===== config.mk =====
export PLATFORM = sky130hd
export DESIGN_NAME = pipelined_reduce_gate
export DESIGN_NICKNAME = d
export VERILOG_FILES = /design/src/rtl/reduce_gate_pkg.sv /design/src/rtl/reduce_gate_stage.sv /design/src/rtl/pipelined_reduce_gate.sv
export SDC_FILE = /design/constraint.sdc
export NUM_CORES = 1
export LEC_CHECK = 0
export CAP_MARGIN = 20
export CORE_MARGIN = 8
export CORE_UTILIZATION = 52
export CTS_BUF_LIST = sky130_fd_sc_hd__clkbuf_8
export DETAILED_ROUTE_END_ITERATION = 16
export GPL_TIMING_DRIVEN = 0
export PLACE_DENSITY = 0.95
export SLEW_MARGIN = 40
export SYNTH_ARGS = -nofsm -noshare
export SYNTH_HDL_FRONTEND = slang
export SYNTH_SLANG_ARGS = --single-unit

===== constraint.sdc =====
create_clock -name Clock -period 2.7 [get_ports Clock]
set_clock_uncertainty 0.05 [all_clocks]
set_input_delay 0.27 -clock Clock [delete_from_list [all_inputs] [get_ports Clock]]
set_output_delay 0.27 -clock Clock [all_outputs]
set_load 0.02 [all_outputs]

===== src/rtl/reduce_gate_pkg.sv =====
// Shared definitions for the pipelined reduction gate: mode encodings and
// elaboration-time helpers for sizing the radix tree.
package reduce_gate_pkg;

  typedef enum logic [1:0] {
    MODE_AND  = 2'b00,
    MODE_OR   = 2'b01,
    MODE_XOR  = 2'b10,
    MODE_NAND = 2'b11
  } mode_e;

  function automatic int clog2(input int value);
    int result;
    int rest;
    result = 0;
    rest   = value - 1;
    while (rest > 0) begin
      result++;
      rest = rest >> 1;
    end
    return result;
  endfunction

  // Width of the partial-result vector after k tree levels.
  function automatic int stage_width(input int n, input int radix, input int k);
    int w;
    w = n;
    for (int i = 0; i < k; i++) w = (w + radix - 1) / radix;
    return w;
  endfunction

  function automatic int nr_of_stages(input int n, input int radix);
    int w;
    int s;
    w = n;
    s = 0;
    while (w > 1) begin
      w = (w + radix - 1) / radix;
      s++;
    end
    return (s < 1) ? 1 : s;
  endfunction

  function automatic logic identity_bit(input mode_e mode);
    return (mode == MODE_AND) || (mode == MODE_NAND);
  endfunction

endpackage


===== src/rtl/reduce_gate_stage.sv =====
// One registered level of radix-R reduction nodes; valid, mode and (with
// REDUCE_ONES_COUNT_EN) the partial population counts travel alongside.
module reduce_gate_stage
  import reduce_gate_pkg::*;
#(
  parameter int WIDTH   = 8,
  parameter int RADIX   = 4,
`ifdef REDUCE_ONES_COUNT_EN
  parameter int COUNT_W = 4,
`endif
  localparam int OUT_W  = (WIDTH + RADIX - 1) / RADIX
) (
  input  logic                     clk,
  input  logic                     rst_n,
  input  logic                     en,
  input  logic                     valid_in,
  input  mode_e                    mode_in,
  input  logic [WIDTH-1:0]         data_in,
`ifdef REDUCE_ONES_COUNT_EN
  input  logic [WIDTH*COUNT_W-1:0] count_in,
  output logic [OUT_W*COUNT_W-1:0] count_out,
`endif
  output logic                     valid_out,
  output mode_e                    mode_out,
  output logic [OUT_W-1:0]         data_out
);

  localparam int PAD_W = OUT_W * RADIX;

  logic [PAD_W-1:0] padded;
  logic [OUT_W-1:0] next_data;

  // Missing leaves take the identity element so they never change a group.
  always_comb begin
    padded              = {PAD_W{identity_bit(mode_in)}};
    padded[WIDTH-1:0]   = data_in;
    next_data           = '0;
    for (int g = 0; g < OUT_W; g++) begin
      case (mode_in)
        MODE_OR:  next_data[g] = |padded[g*RADIX +: RADIX];
        MODE_XOR: next_data[g] = ^padded[g*RADIX +: RADIX];
        default:  next_data[g] = &padded[g*RADIX +: RADIX];
      endcase
    end
  end

  always_ff @(posedge clk or negedge rst_n) begin
    if (!rst_n) begin
      valid_out <= 1'b0;
      mode_out  <= MODE_AND;
      data_out  <= '0;
    end else if (en) begin
      valid_out <= valid_in;
      mode_out  <= mode_in;
      data_out  <= next_data;
    end
  end

`ifdef REDUCE_ONES_COUNT_EN
  logic [PAD_W*COUNT_W-1:0] count_pad;
  logic [OUT_W*COUNT_W-1:0] next_count;

  always_comb begin
    count_pad                    = '0;
    count_pad[WIDTH*COUNT_W-1:0] = count_in;
    next_count                   = '0;
    for (int g = 0; g < OUT_W; g++) begin
      for (int j = 0; j < RADIX; j++) begin
        next_count[g*COUNT_W +: COUNT_W] = next_count[g*COUNT_W +: COUNT_W]
                                         + count_pad[(g*RADIX+j)*COUNT_W +: COUNT_W];
      end
    end
  end

  always_ff @(posedge clk or negedge rst_n) begin
    if (!rst_n) count_out <= '0;
    else if (en) count_out <= next_count;
  end
`endif

endmodule


===== src/rtl/pipelined_reduce_gate.sv =====
// Pipelined N-input AND/OR/XOR/NAND reduction with a loadable bubble mask.
// Optional Ones_Count output is enabled by defining REDUCE_ONES_COUNT_EN.
module pipelined_reduce_gate
  import reduce_gate_pkg::*;
#(
  parameter int                      NR_OF_INPUTS = 8,
  parameter logic [NR_OF_INPUTS-1:0] BUBBLES_MASK = '0,
  parameter int                      RADIX        = 4
) (
  input  logic                    Clock,
  input  logic                    Reset_n,
  input  logic                    ClockEnable,
  input  logic [NR_OF_INPUTS-1:0] Inputs,
  input  logic                    Valid_In,
  input  logic [1:0]              Mode,
  input  logic                    Mask_Load,
  input  logic [NR_OF_INPUTS-1:0] Mask_Data,
  output logic [NR_OF_INPUTS-1:0] Mask,
  output logic                    Result,
`ifdef REDUCE_ONES_COUNT_EN
  output logic [clog2(NR_OF_INPUTS+1)-1:0] Ones_Count,
`endif
  output logic                    Valid_Out
);

  localparam int L = nr_of_stages(NR_OF_INPUTS, RADIX);
`ifdef REDUCE_ONES_COUNT_EN
  localparam int CW = clog2(NR_OF_INPUTS + 1);
`endif

  if (NR_OF_INPUTS < 2 || NR_OF_INPUTS > 64 || (RADIX != 2 && RADIX != 4)) begin : g_bad_params
    $error("pipelined_reduce_gate: NR_OF_INPUTS must be 2..64 and RADIX 2 or 4");
  end

  logic [NR_OF_INPUTS-1:0] masked;

  // A load takes effect at the edge, so the operand captured there still sees the old mask.
  always_ff @(posedge Clock or negedge Reset_n) begin
    if (!Reset_n) Mask <= BUBBLES_MASK;
    else if (ClockEnable && Mask_Load) Mask <= Mask_Data;
  end

  assign masked = Inputs ^ Mask;

  for (genvar k = 0; k < L; k++) begin : g_stage
    localparam int IN_W  = stage_width(NR_OF_INPUTS, RADIX, k);
    localparam int OUT_W = stage_width(NR_OF_INPUTS, RADIX, k + 1);

    logic [IN_W-1:0]  data_in;
    logic             valid_in;
    mode_e            mode_in;
    logic [OUT_W-1:0] data_out;
    logic             valid_out;
    mode_e            mode_out;
`ifdef REDUCE_ONES_COUNT_EN
    logic [IN_W*CW-1:0]  count_in;
    logic [OUT_W*CW-1:0] count_out;
`endif

    if (k == 0) begin : g_head
      assign data_in  = masked;
      assign valid_in = Valid_In;
      assign mode_in  = mode_e'(Mode);
`ifdef REDUCE_ONES_COUNT_EN
      for (genvar b = 0; b < IN_W; b++) begin : g_leaf
        assign count_in[b*CW +: CW] = CW'(masked[b]);
      end
`endif
    end else begin : g_link
      assign data_in  = g_stage[k-1].data_out;
      assign valid_in = g_stage[k-1].valid_out;
      assign mode_in  = g_stage[k-1].mode_out;
`ifdef REDUCE_ONES_COUNT_EN
      assign count_in = g_stage[k-1].count_out;
`endif
    end

    reduce_gate_stage #(
      .WIDTH   (IN_W),
`ifdef REDUCE_ONES_COUNT_EN
      .COUNT_W (CW),
`endif
      .RADIX   (RADIX)
    ) u_stage (
      .clk       (Clock),
      .rst_n     (Reset_n),
      .en        (ClockEnable),
      .valid_in  (valid_in),
      .mode_in   (mode_in),
      .data_in   (data_in),
`ifdef REDUCE_ONES_COUNT_EN
      .count_in  (count_in),
      .count_out (count_out),
`endif
      .valid_out (valid_out),
      .mode_out  (mode_out),
      .data_out  (data_out)
    );
  end

  logic  final_data;
  logic  final_valid;
  mode_e final_mode;

  assign final_data  = g_stage[L-1].data_out[0];
  assign final_valid = g_stage[L-1].valid_out;
  assign final_mode  = g_stage[L-1].mode_out;

  // NAND rides the tree as AND; only here does it get its inversion.
  always_ff @(posedge Clock or negedge Reset_n) begin
    if (!Reset_n) begin
      Result    <= 1'b0;
      Valid_Out <= 1'b0;
    end else if (ClockEnable) begin
      Valid_Out <= final_valid;
      if (final_valid) Result <= (final_mode == MODE_NAND) ? ~final_data : final_data;
    end
  end

`ifdef REDUCE_ONES_COUNT_EN
  always_ff @(posedge Clock or negedge Reset_n) begin
    if (!Reset_n) Ones_Count <= '0;
    else if (ClockEnable && final_valid) Ones_Count <= g_stage[L-1].count_out;
  end
`endif

endmodule


==> results.md <==
Status
• outcome: finished, final reports clean

STA
• Hold Vio Cnt, Final: 0
• Setup violations, final: 0
• final setup margin: 0.982 ns
• max-slew headroom at the worst pin: 0.720
• unrepaired setup endpoints after global routing: no
• post-route setup TNS: 0 ns
• Final Slew Violations: 0
• Max Freq: 0.582 GHz
• fin crit share: 0.636
• Final Critical Period: 1.72 ns
• slew at the pin closest to its max-slew limit: 0.420 ns

Route
• routed wire length on met2: 1190 µm
• Initial DRT Pass Iterations: 4
• via count: 809
• number of DRC violations after detailed routing: 0
• highest routed metal layer: met4
• met3 wirelength from detailed routing: 133 µm
• Iter 0 DRT Violations: 17
• wire length the detailed router placed on met1: 871 µm
• number of routed nets with antenna violations: 0
• total length of routed wires: 2240 µm
• per-cell via count in the routed design: 4.99
• average wire per cell in the routed design: 13.8 µm

Critical path
• critical-path cell with the highest stage delay: sky130_fd_sc_hd__clkdlybuf4s50_1
• maximum net fanout on the critical path: 2
• buffers and inverters on the worst path: 2
• data arrival at the endpoint of the critical path: 1.79 ns
• required time of the critical path: 2.77 ns
• CP delay by family, top: buffers and inverters
• Crit Reg-Reg Startpoint: Mask[1]
• cell chain of the critical path: clkdlybuf4s50_1 > xnor2_1 > inv_1 > ha_1 > xor2_1 > a221oi_1 > a311oi_1
• worst setup path category: in -> reg
• launch point of the worst path: Inputs[1]
• Worst setup SP type: primary input
• Worst path max stage delay: 0.41 ns
• crit end category: flip-flop

Floorplanning
• Starting Density: 0.533
• full die area: 0.00396 mm²
• die boundary height: 62.9 µm
• die outline width: 62.9 µm
• area of the core: 0.00215 mm²
• number of rows created at floorplan: 17
• Top Ports: 33

Power and ir drop
• fraction of power spent switching nets: 0.307
• Switching Power: 270 µW
• cell-internal power: 609 µW
• combinational group share of total power: 0.369
• Clock power frac: 0.214
• leakage power of the design: 0.742 nW
• relative contribution of sequential cells to total power: 0.417
• Pwr per Cell Area: 570 mW/mm²
• highest ir drop seen on vdd: 0.000411 V

Synth
• Post-Synthesis Net Count: 135
• Cell variety after synth: 18
• area of the mapped netlist: 0.00115 mm²
• flops & latches, synth: 19
• portion of netlist area occupied by mux cells: 0.154
• Synth Area in Adders: 0.153
• mean cell area of the mapped netlist: 11.7 µm²
• portion of the post-synthesis area used by sequential elements: 0.415
• simple-gate portion of the synthesized area: 0.0524
• gate count of the mapped netlist: 98
• xor/xnor cell area share of the yosys netlist: 0.0841
• warning count from the yosys run: 0
• complex-gate fraction of the synthesized area: 0.0666
• largest family of logic cells by synthesized area: multiplexers

CTS
• clock tree root buffer cell: sky130_fd_sc_hd__clkbuf_8
• CTS buffer count: 3
• clock tree from TritonCTS: built
• setup fix buffers added after clock tree synthesis: 0
• # resized after CTS: 0
• clk sink count: 19
• maximum number of buffers from clock root to sink: 2
• total of hold buffers inserted after clock tree synthesis: 0
• clock transition at the register clock pins on the worst setup and hold paths after CTS: 0.07 ns
• depth of the CTS H-tree: 1
• clk_lat worst skew: 0.25 ns

Run
• count of maximum capacitance violations: 0

Global route
• number of antenna violations at the first check in global routing: 0
• vias in the first global route: 916
• sum of overflow across all layers after global routing: 0
• maximum number of pins on one net before global-route repair: 20
• first-pass GRT wire length: 3950 µm
• overall routing resource usage: 0.122

Placed design
• HPWL Detailed: 1840 µm
• placed instance count: 157
• cell area after placement: 0.00149 mm²
• minimum setup slack after placement: 0.737 ns
• global placement routability congestion: 0.767
• Port-buffer cells: 31

Layout
• final non-filler cell area: 0.00154 mm²
• area added between synthesis and finish: 34.5%
• proportion of layout cells with a drive suffix above 1: 0.149
• count of nets after finishing: 172
• number of filler cells placed in the layout: 163
• antenna diode count: 0
• post-layout instance count excluding filler cells: 162

Hold path
• startpoint of the worst hold path: ClockEnable
• Hold/Removal Path Class: in -> reg

-- cell type report --
class / instances / area [µm²] / area share
inverter: 17 / 63.8 / 0.0414
clock buffer: 3 / 41.3 / 0.0268
buffer: 2 / 22.5 / 0.0146
tap: 28 / 35.0 / 0.0227
multi-input combinational: 60 / 584 / 0.379
clock inverter: 1 / 3.75 / 0.00244
sequential: 19 / 475 / 0.308
timing repair buffer: 32 / 315 / 0.205
-- cell usage after synthesis (all sizes together) --
| master | count | area (µm²) |
|---|---|---|
| a21oi | 1 | 5.00 |
| a221oi | 3 | 26.3 |
| inv | 17 | 63.8 |
| xnor2 | 7 | 61.3 |
| buf | 2 | 22.5 |
| o22ai | 1 | 6.26 |
| nand2b | 1 | 6.26 |
| a31oi | 1 | 6.26 |
| nand2 | 8 | 46.3 |
| a311oi | 2 | 17.5 |
| nor2 | 2 | 7.51 |
| ha | 14 | 175 |
| xor2 | 4 | 35.0 |
| dfrtp | 19 | 475 |
| mux2 | 13 | 176 |
| o21ai | 3 | 15.0 |
-- metrics by stage --
step	power [mW]	hold slack (ns)	util
2_1_floorplan	0.566	-0.0756	-
5_1_grt	0.945	0.299	0.718
3_5_place_dp	0.698	0.447	0.694
3_3_place_gp	0.681	0.435	0.694
4_1_cts	0.891	0.305	0.715
6_report	0.879	0.305	0.718
-- power by group through the flow --
| stage | clock (mW) | sequential, mW | combinational (mW) |
|---|---|---|---|
| 2_1_floorplan | 0 | 0.399 | 0.168 |
| 3_3_place_gp | 0 | 0.368 | 0.313 |
| 3_5_place_dp | 0 | 0.373 | 0.325 |
| 4_1_cts | 0.196 | 0.368 | 0.328 |
| 5_1_grt | 0.210 | 0.373 | 0.362 |
| 6_report | 0.188 | 0.367 | 0.324 |
-- worst paths after layout --
check	slack, ns	cells past startpoint	end
worst max-delay path	0.98	7	g_stage[0].u_stage.data_out[0]
worst max register to register	0.99	6	g_stage[0].u_stage.data_out[0]
min in group asynchronous	0.44	2	g_stage[1].u_stage.mode_out[0]
worst min register to register	0.46	1	g_stage[1].u_stage.valid_out
worst min-delay path	0.30	2	Valid_Out
max in group asynchronous	1.87	2	g_stage[0].u_stage.valid_out
-- kinds of logic after synthesis --
group | Yosys count
XOR/XNOR | 11
adder cells (fa/ha/maj) | 14
multiplexers | 13
flip-flops | 19
AO/OA/AOI/OAI | 11
AND/OR/NAND/NOR | 11
buffers and inverters | 19
-- placed cells by master, fill, tap and decap left out, types with 4 or more instances in the layout --
| cell type | instances |
|---|---|
| sky130_fd_sc_hd__mux2_4 | 8 |
| sky130_fd_sc_hd__inv_1 | 18 |
| sky130_fd_sc_hd__mux2_2 | 5 |
| sky130_fd_sc_hd__xor2_1 | 4 |
| sky130_fd_sc_hd__ha_1 | 14 |
| sky130_fd_sc_hd__clkdlybuf4s50_1 | 30 |
| sky130_fd_sc_hd__xnor2_1 | 7 |
| sky130_fd_sc_hd__dfrtp_1 | 19 |
| sky130_fd_sc_hd__nand2_1 | 7 |
-- sequential cells by signal, summed over array words and instances (netlist names) --
name                       cells
Mask                           8
Result                         1
g_stage.u_stage.valid_out      2
g_stage.u_stage.data_out       3
g_stage.u_stage.mode_out       4
Valid_Out                      1
-- per-layer routing --
metal,vias up,GRT usage
met3,4,0.0448
met1,384,0.120
met2,28,0.225
met4,0,0.0456
li1,393,-
met5,-,0
No activity file was read; power rests on OpenSTA's default activity.
